<file path="src/rtl/dcache_axi_pkg.sv">
// Shared constants for the L1 data-cache AXI4 master bridge:
// FSM state codes, AXI encodings and cache access-type codes.
package dcache_axi_pkg;

   typedef logic [2:0] state_t;

   localparam state_t S_IDLE = 3'd0;
   localparam state_t S_AR   = 3'd1;
   localparam state_t S_R    = 3'd2;
   localparam state_t S_AW_W = 3'd3;
   localparam state_t S_B    = 3'd4;
   localparam state_t S_DONE = 3'd5;

   localparam logic [1:0] AXI_BURST_INCR = 2'b01;
   localparam logic [2:0] AXI_SIZE_WORD  = 3'b010;
   localparam logic [1:0] AXI_RESP_OKAY  = 2'b00;
   localparam logic [7:0] FILL_LEN       = 8'd3;

   // CACHE_TYPE codes (funct3-style: bit 2 marks unsigned loads)
   localparam logic [2:0] CT_B  = 3'b000;
   localparam logic [2:0] CT_H  = 3'b001;
   localparam logic [2:0] CT_W  = 3'b010;
   localparam logic [2:0] CT_BU = 3'b100;
   localparam logic [2:0] CT_HU = 3'b101;

endpackage

</file>
<file path="src/rtl/axi_wstrb_gen.sv">
// Byte-lane strobe decode from access type and low address bits.
module axi_wstrb_gen
   import dcache_axi_pkg::*;
(
   input  logic [2:0] d_type,
   input  logic [1:0] addr_lo,
   output logic [3:0] wstrb
);

   logic is_b;
   logic is_h;
   logic is_w;

   assign is_b = (d_type == CT_B) || (d_type == CT_BU);
   assign is_h = (d_type == CT_H) || (d_type == CT_HU);
   assign is_w = (d_type == CT_W);

   always_comb begin
      wstrb = 4'b1111;
      unique case (1'b1)
         is_b:    wstrb = 4'b0001 << addr_lo;
         is_h:    wstrb = addr_lo[1] ? 4'b1100 : 4'b0011;
         is_w:    wstrb = 4'b1111;
         default: wstrb = 4'b1111;
      endcase
   end

endmodule

</file>
<file path="src/rtl/dcache_axi_master.sv">
// L1 D-cache to AXI4 master bridge: line fills, single reads, single writes.
// Optional sticky error flag axi_err_o when DCACHE_AXI_ERR_EN is defined.
module dcache_axi_master
   import dcache_axi_pkg::*;
#(
   parameter int              ADDR_W = 32,
   parameter int              DATA_W = 32,
   parameter int              ID_W   = 4,
   parameter logic [ID_W-1:0] AXI_ID = 4'h1
)(
   input  logic              clk,
   input  logic              rstn,

   input  logic              D_rreq,
   input  logic              D_wreq,
   input  logic [ADDR_W-1:0] D_addr,
   input  logic              D_write,
   input  logic [DATA_W-1:0] D_in,
   input  logic [2:0]        D_type,
   input  logic              arlenone_i,
   output logic [DATA_W-1:0] D_out,
   output logic              D_wait,

   output logic [ID_W-1:0]   ARID,
   output logic [ADDR_W-1:0] ARADDR,
   output logic [7:0]        ARLEN,
   output logic [2:0]        ARSIZE,
   output logic [1:0]        ARBURST,
   output logic              ARVALID,
   input  logic              ARREADY,

   input  logic [ID_W-1:0]   RID,
   input  logic [DATA_W-1:0] RDATA,
   input  logic [1:0]        RRESP,
   input  logic              RLAST,
   input  logic              RVALID,
   output logic              RREADY,

   output logic [ID_W-1:0]   AWID,
   output logic [ADDR_W-1:0] AWADDR,
   output logic [7:0]        AWLEN,
   output logic [2:0]        AWSIZE,
   output logic [1:0]        AWBURST,
   output logic              AWVALID,
   input  logic              AWREADY,

   output logic [DATA_W-1:0] WDATA,
   output logic [3:0]        WSTRB,
   output logic              WLAST,
   output logic              WVALID,
   input  logic              WREADY,

   input  logic [ID_W-1:0]   BID,
   input  logic [1:0]        BRESP,
   input  logic              BVALID,
   output logic              BREADY
`ifdef DCACHE_AXI_ERR_EN
   ,
   output logic              axi_err_o
`endif
);

   state_t            state;
   state_t            state_nx;
   logic [ADDR_W-1:0] addr_q;
   logic [DATA_W-1:0] data_q;
   logic [2:0]        type_q;
   logic              one_q;
   logic [1:0]        beat_q;
   logic              over_q;
   logic              aw_done_q;
   logic              w_done_q;

   logic              r_hs;
   logic              r_fwd;
   logic              b_hs;
   logic              aw_hs;
   logic              w_hs;
   logic              accept;
   logic [3:0]        wstrb;
   logic              unused_ok;

   axi_wstrb_gen u_wstrb (
      .d_type  (type_q),
      .addr_lo (addr_q[1:0]),
      .wstrb   (wstrb)
   );

   assign accept = (state == S_IDLE) && (D_wreq || D_rreq);
   assign r_hs   = RVALID & RREADY;
   assign r_fwd  = r_hs & ~over_q;
   assign b_hs   = BVALID & BREADY;
   assign aw_hs  = AWVALID & AWREADY;
   assign w_hs   = WVALID & WREADY;

   assign ARID    = AXI_ID;
   assign ARADDR  = one_q ? addr_q : {addr_q[ADDR_W-1:4], 4'h0};
   assign ARLEN   = one_q ? 8'd0 : FILL_LEN;
   assign ARSIZE  = AXI_SIZE_WORD;
   assign ARBURST = AXI_BURST_INCR;
   assign ARVALID = (state == S_AR);
   assign RREADY  = (state == S_R);

   assign AWID    = AXI_ID;
   assign AWADDR  = addr_q;
   assign AWLEN   = 8'd0;
   assign AWSIZE  = AXI_SIZE_WORD;
   assign AWBURST = AXI_BURST_INCR;
   assign AWVALID = (state == S_AW_W) && !aw_done_q;

   assign WDATA   = data_q;
   assign WSTRB   = wstrb;
   assign WLAST   = 1'b1;
   assign WVALID  = (state == S_AW_W) && !w_done_q;

   assign BREADY  = (state == S_B);

   // Beats past ARLEN are still drained from the bus but hidden from the cache
   assign D_out  = r_fwd ? RDATA : '0;
   assign D_wait = ~(r_fwd | b_hs);

   always_comb begin
      state_nx = state;
      case (state)
         S_IDLE: begin
            if (D_wreq)
               state_nx = S_AW_W;
            else if (D_rreq)
               state_nx = S_AR;
         end
         S_AR: begin
            if (ARREADY)
               state_nx = S_R;
         end
         S_R: begin
            if (r_hs && RLAST)
               state_nx = S_DONE;
         end
         S_AW_W: begin
            if ((aw_done_q || aw_hs) && (w_done_q || w_hs))
               state_nx = S_B;
         end
         S_B: begin
            if (BVALID)
               state_nx = S_DONE;
         end
         S_DONE:  state_nx = S_IDLE;
         default: state_nx = S_IDLE;
      endcase
   end

   always_ff @(posedge clk or negedge rstn) begin
      if (!rstn) begin
         state     <= S_IDLE;
         addr_q    <= '0;
         data_q    <= '0;
         type_q    <= '0;
         one_q     <= 1'b0;
         beat_q    <= 2'd0;
         over_q    <= 1'b0;
         aw_done_q <= 1'b0;
         w_done_q  <= 1'b0;
      end else begin
         state <= state_nx;

         if (accept) begin
            addr_q <= D_addr;
            data_q <= D_in;
            type_q <= D_type;
            one_q  <= arlenone_i;
         end

         if (state == S_AR) begin
            beat_q <= 2'd0;
            over_q <= 1'b0;
         end else if (r_fwd) begin
            if (beat_q == ARLEN[1:0])
               over_q <= 1'b1;
            else
               beat_q <= beat_q + 2'd1;
         end

         if (state != S_AW_W) begin
            aw_done_q <= 1'b0;
            w_done_q  <= 1'b0;
         end else begin
            if (aw_hs)
               aw_done_q <= 1'b1;
            if (w_hs)
               w_done_q <= 1'b1;
         end
      end
   end

`ifdef DCACHE_AXI_ERR_EN
   logic err_q;

   always_ff @(posedge clk or negedge rstn) begin
      if (!rstn)
         err_q <= 1'b0;
      else if ((r_hs && RRESP[1]) || (b_hs && BRESP[1]))
         err_q <= 1'b1;
   end

   assign axi_err_o = err_q;
`endif

   // Response codes only matter for the error flag; IDs are fixed
   assign unused_ok = &{1'b0, RID, BID, D_write, RRESP, BRESP,
                        AXI_RESP_OKAY};

endmodule

</file>
<file path="config.mk">
export PLATFORM = sky130hd
export DESIGN_NAME = dcache_axi_master
export DESIGN_NICKNAME = d
export VERILOG_FILES = /design/src/rtl/dcache_axi_pkg.sv /design/src/rtl/axi_wstrb_gen.sv /design/src/rtl/dcache_axi_master.sv
export SDC_FILE = /design/constraint.sdc
export NUM_CORES = 1
export LEC_CHECK = 0
export ABC_AREA = 1
export BUFFER_PORTS_ARGS = -buffer_cell sky130_fd_sc_hd__buf_2
export CAP_MARGIN = 20
export CORE_ASPECT_RATIO = 0.5
export CORE_MARGIN = 3
export CORE_UTILIZATION = 37
export DETAILED_ROUTE_END_ITERATION = 10
export GPL_TIMING_DRIVEN = 0
export PLACE_DENSITY = 0.86
export REMOVE_ABC_BUFFERS = 1
export SLEW_MARGIN = 20
export SYNTH_ARGS = -nofsm -noshare
export SYNTH_HDL_FRONTEND = slang
export SYNTH_SLANG_ARGS = --single-unit
export TNS_END_PERCENT = 50
</file>
<file path="constraint.sdc">
create_clock -name clk -period 1.45 [get_ports clk]
set_clock_uncertainty 0.1 [all_clocks]
set_input_delay 0.0725 -clock clk [delete_from_list [all_inputs] [get_ports clk]]
set_output_delay 0.0725 -clock clk [all_outputs]
set_load 0.01 [all_outputs]
</file>
==> results.ini <==
[outcome]
outcome=complete, but fails checks
violations=setup timing

[power_and_ir_drop]
internal-power_mw=7.84
irDropWorstVdd_mv=1.07
combPwrFrac_pct=50.5
seq_power_share_pct=29.4
power_leakage_nw=3.93
clkPwrFrac_pct=20.1
powerDensity_nw_per_um2=2000
p_sw_mw=5.37
total_power_mw=13.2
p_sw_share_pct=40.6

[layout]
area_delta_synth_final_pct=66.4
utilization_pct=64.1
fillers=849
drive_gt1_share_pct=41.8
final_common_cell=buf_2
layout_common_cells=240 x buf_2, 108 x inv_1, 86 x nand2_1
instances_no_fill=961
fin_area_um2=6610
fin_nets=938

[global_route]
grt_pass1_wl_mm=21.9
grt.total_usage_pct=22.6
grt_pass1_vias=4442
grt_max_degree=58
grt-ovfl-total=0
grt_antenna_before_repair=1

[floorplan]
ios=296
start_util_pct=38.5
die_w_um=152
core-area_um2=10300
die_h_um=79.2
die_area_um2=12100
rows=26

[placement]
dpl.cell_count=844
place.gp.congestion=0.798
portBuffers=248
dp_hpwl_mm=8.26
place_area_um2=4940
dp_slack_ns=-0.581

[timing]
max_freq_mhz=574
fin_crit_sh_pct=120
min_period_ns=1.74
hold_ws_ns=0.0755
rsz0062_at_grt=yes
slew_viol_final=0
fin_setup_tns_ns=-21.41
post-route-worst-setup-slack_ns=-0.293
setup_viol=110
finalHoldViolCount=0

[cts]
cts_sinks=75
cts_tree=built
cts_root_buf=clkbuf_16
numCtsBuffers=9
clk_latency_ns=0.32
clockBufferDepth=2
h-tree-depth=3
clk_transition_reported_paths_ns=0.06

[worst_setup_path]
worstSetupPathType=reg2reg
r2r_end=type_q[1]
cp.required_ns=1.60
start_kind=flip-flop
r2r_start=state[2]
r2r_slack_ns=-0.29
setup.worst_path.end_class=flip-flop
cp.arrival_ns=1.90
crit_path_max_fanout=16
r2r_cells=7

[routing]
drc=0
drtAntennaViolNets=0
wirelength_mm=14.2
firstDrtPassIters=5
drtIter0Drc=222
wl_per_cell_um=14.8
vias=4329
vias_per_cell=4.50

[logic_synthesis]
ys_seq_area_share_pct=47.3
yosys.area.top_type_share_pct=47.3
synthCells=503
synthDistinctLibCells=20
ys_async_sr_fraction_pct=100
synth.area.top_cells=dfrtp_1 47%, buf_4 12%, inv_1 11%
synth_edf_count=0
ys_ff_latch=75
synth_area_um2=3970
synth.avg_cell_area_um2=7.89
yosys.area.top_type=dfrtp_1
synth_ff_type=dfrtp_1
synth_warnings=0

[run]
cap_violations=0

[worst_hold_path]
hold_path_class=in2async

[final cells by class]
cell class | count | area (um2) | share of cell area (%)
clock inverter | 4 | 95.1 | 1.44
clock buffer | 12 | 267 | 4.03
sequential | 75 | 1880 | 28.5
tap | 140 | 175 | 2.65
inverter | 113 | 428 | 6.48
multi-input combinational | 272 | 1410 | 21.3
antenna | 1 | 2.50 | 0.0379
timing repair buffer | 344 | 2350 | 35.6
[timing repair]
action	4_1_cts	5_1_grt
hold buffers	72	0
gates cloned	10	0
gates resized for setup	58	36
endpoints found under the setup margin	109	110
hold endpoints to repair	146	0
pin swaps	9	9
buffers inserted	17	1
[registers in the layout, indices dropped and copies added (netlist names)]
signal     count
state          3
type_q         2
beat_q         2
WDATA         32
AWADDR        32
w_done_q       1
over_q         1
one_q          1
aw_done_q      1
[cells in the mapped netlist, types with 2 or more instances]
cell type / number
nor2_4: 2
inv_1: 113
nand2_1: 90
a21oi_2: 4
o21ai_0: 61
a21oi_1: 2
conb_1: 2
buf_2: 2
buf_6: 10
nand3_1: 9
dfrtp_1: 75
nor2_1: 52
buf_4: 62
o21ai_1: 8
clkbuf_1: 6
[layer usage]
| metal | GRT usage [%] | up-vias | share of wire [%] |
|---|---|---|---|
| li1 | - | 2031 | - |
| met1 | 24.5 | 2022 | 37 |
| met5 | 0 | - | 0 |
| met3 | 4.68 | 56 | 6.1 |
| met2 | 42.7 | 220 | 53 |
| met4 | 11.0 | 0 | 4.0 |
[worst max-delay path by stage]
stage,startpoint,end,cells past startpoint
2_1_floorplan,state[1],AWADDR[0],4
3_3_place_gp,state[1],one_q,4
3_5_place_dp,state[0],one_q,5
4_1_cts,state[2],D_wait,8
5_1_grt,state[2],D_out[6],7
6_report,state[2],type_q[1],7
[power groups by stage]
stage               registers [mW]  clock network, mW  logic (mW)
CTS                           3.83               2.68        6.40
detailed placement            3.86                  0        4.95
global placement              3.80                  0        4.71
global route                  4.01               2.77        7.26
floorplan                     4.39                  0        2.04
finish                        3.88               2.65        6.67
[kinds of logic after synthesis]
logic type / share of synthesized area (%)
AO/OA/AOI/OAI: 10.0
buffers and inverters: 26.1
flip-flops: 47.3
other: 0.189
AND/OR/NAND/NOR: 16.4
[critical path, stage by stage, from the launching register on]
cell,delay (ns)
dfrtp_2,0.41
buf_4,0.15
nor2_4,0.14
buf_12,0.13
nand3b_4,0.14
buf_6,0.17
bufbuf_16,0.29
a21oi_2,0.14
Power figures use the tool's default switching activity.
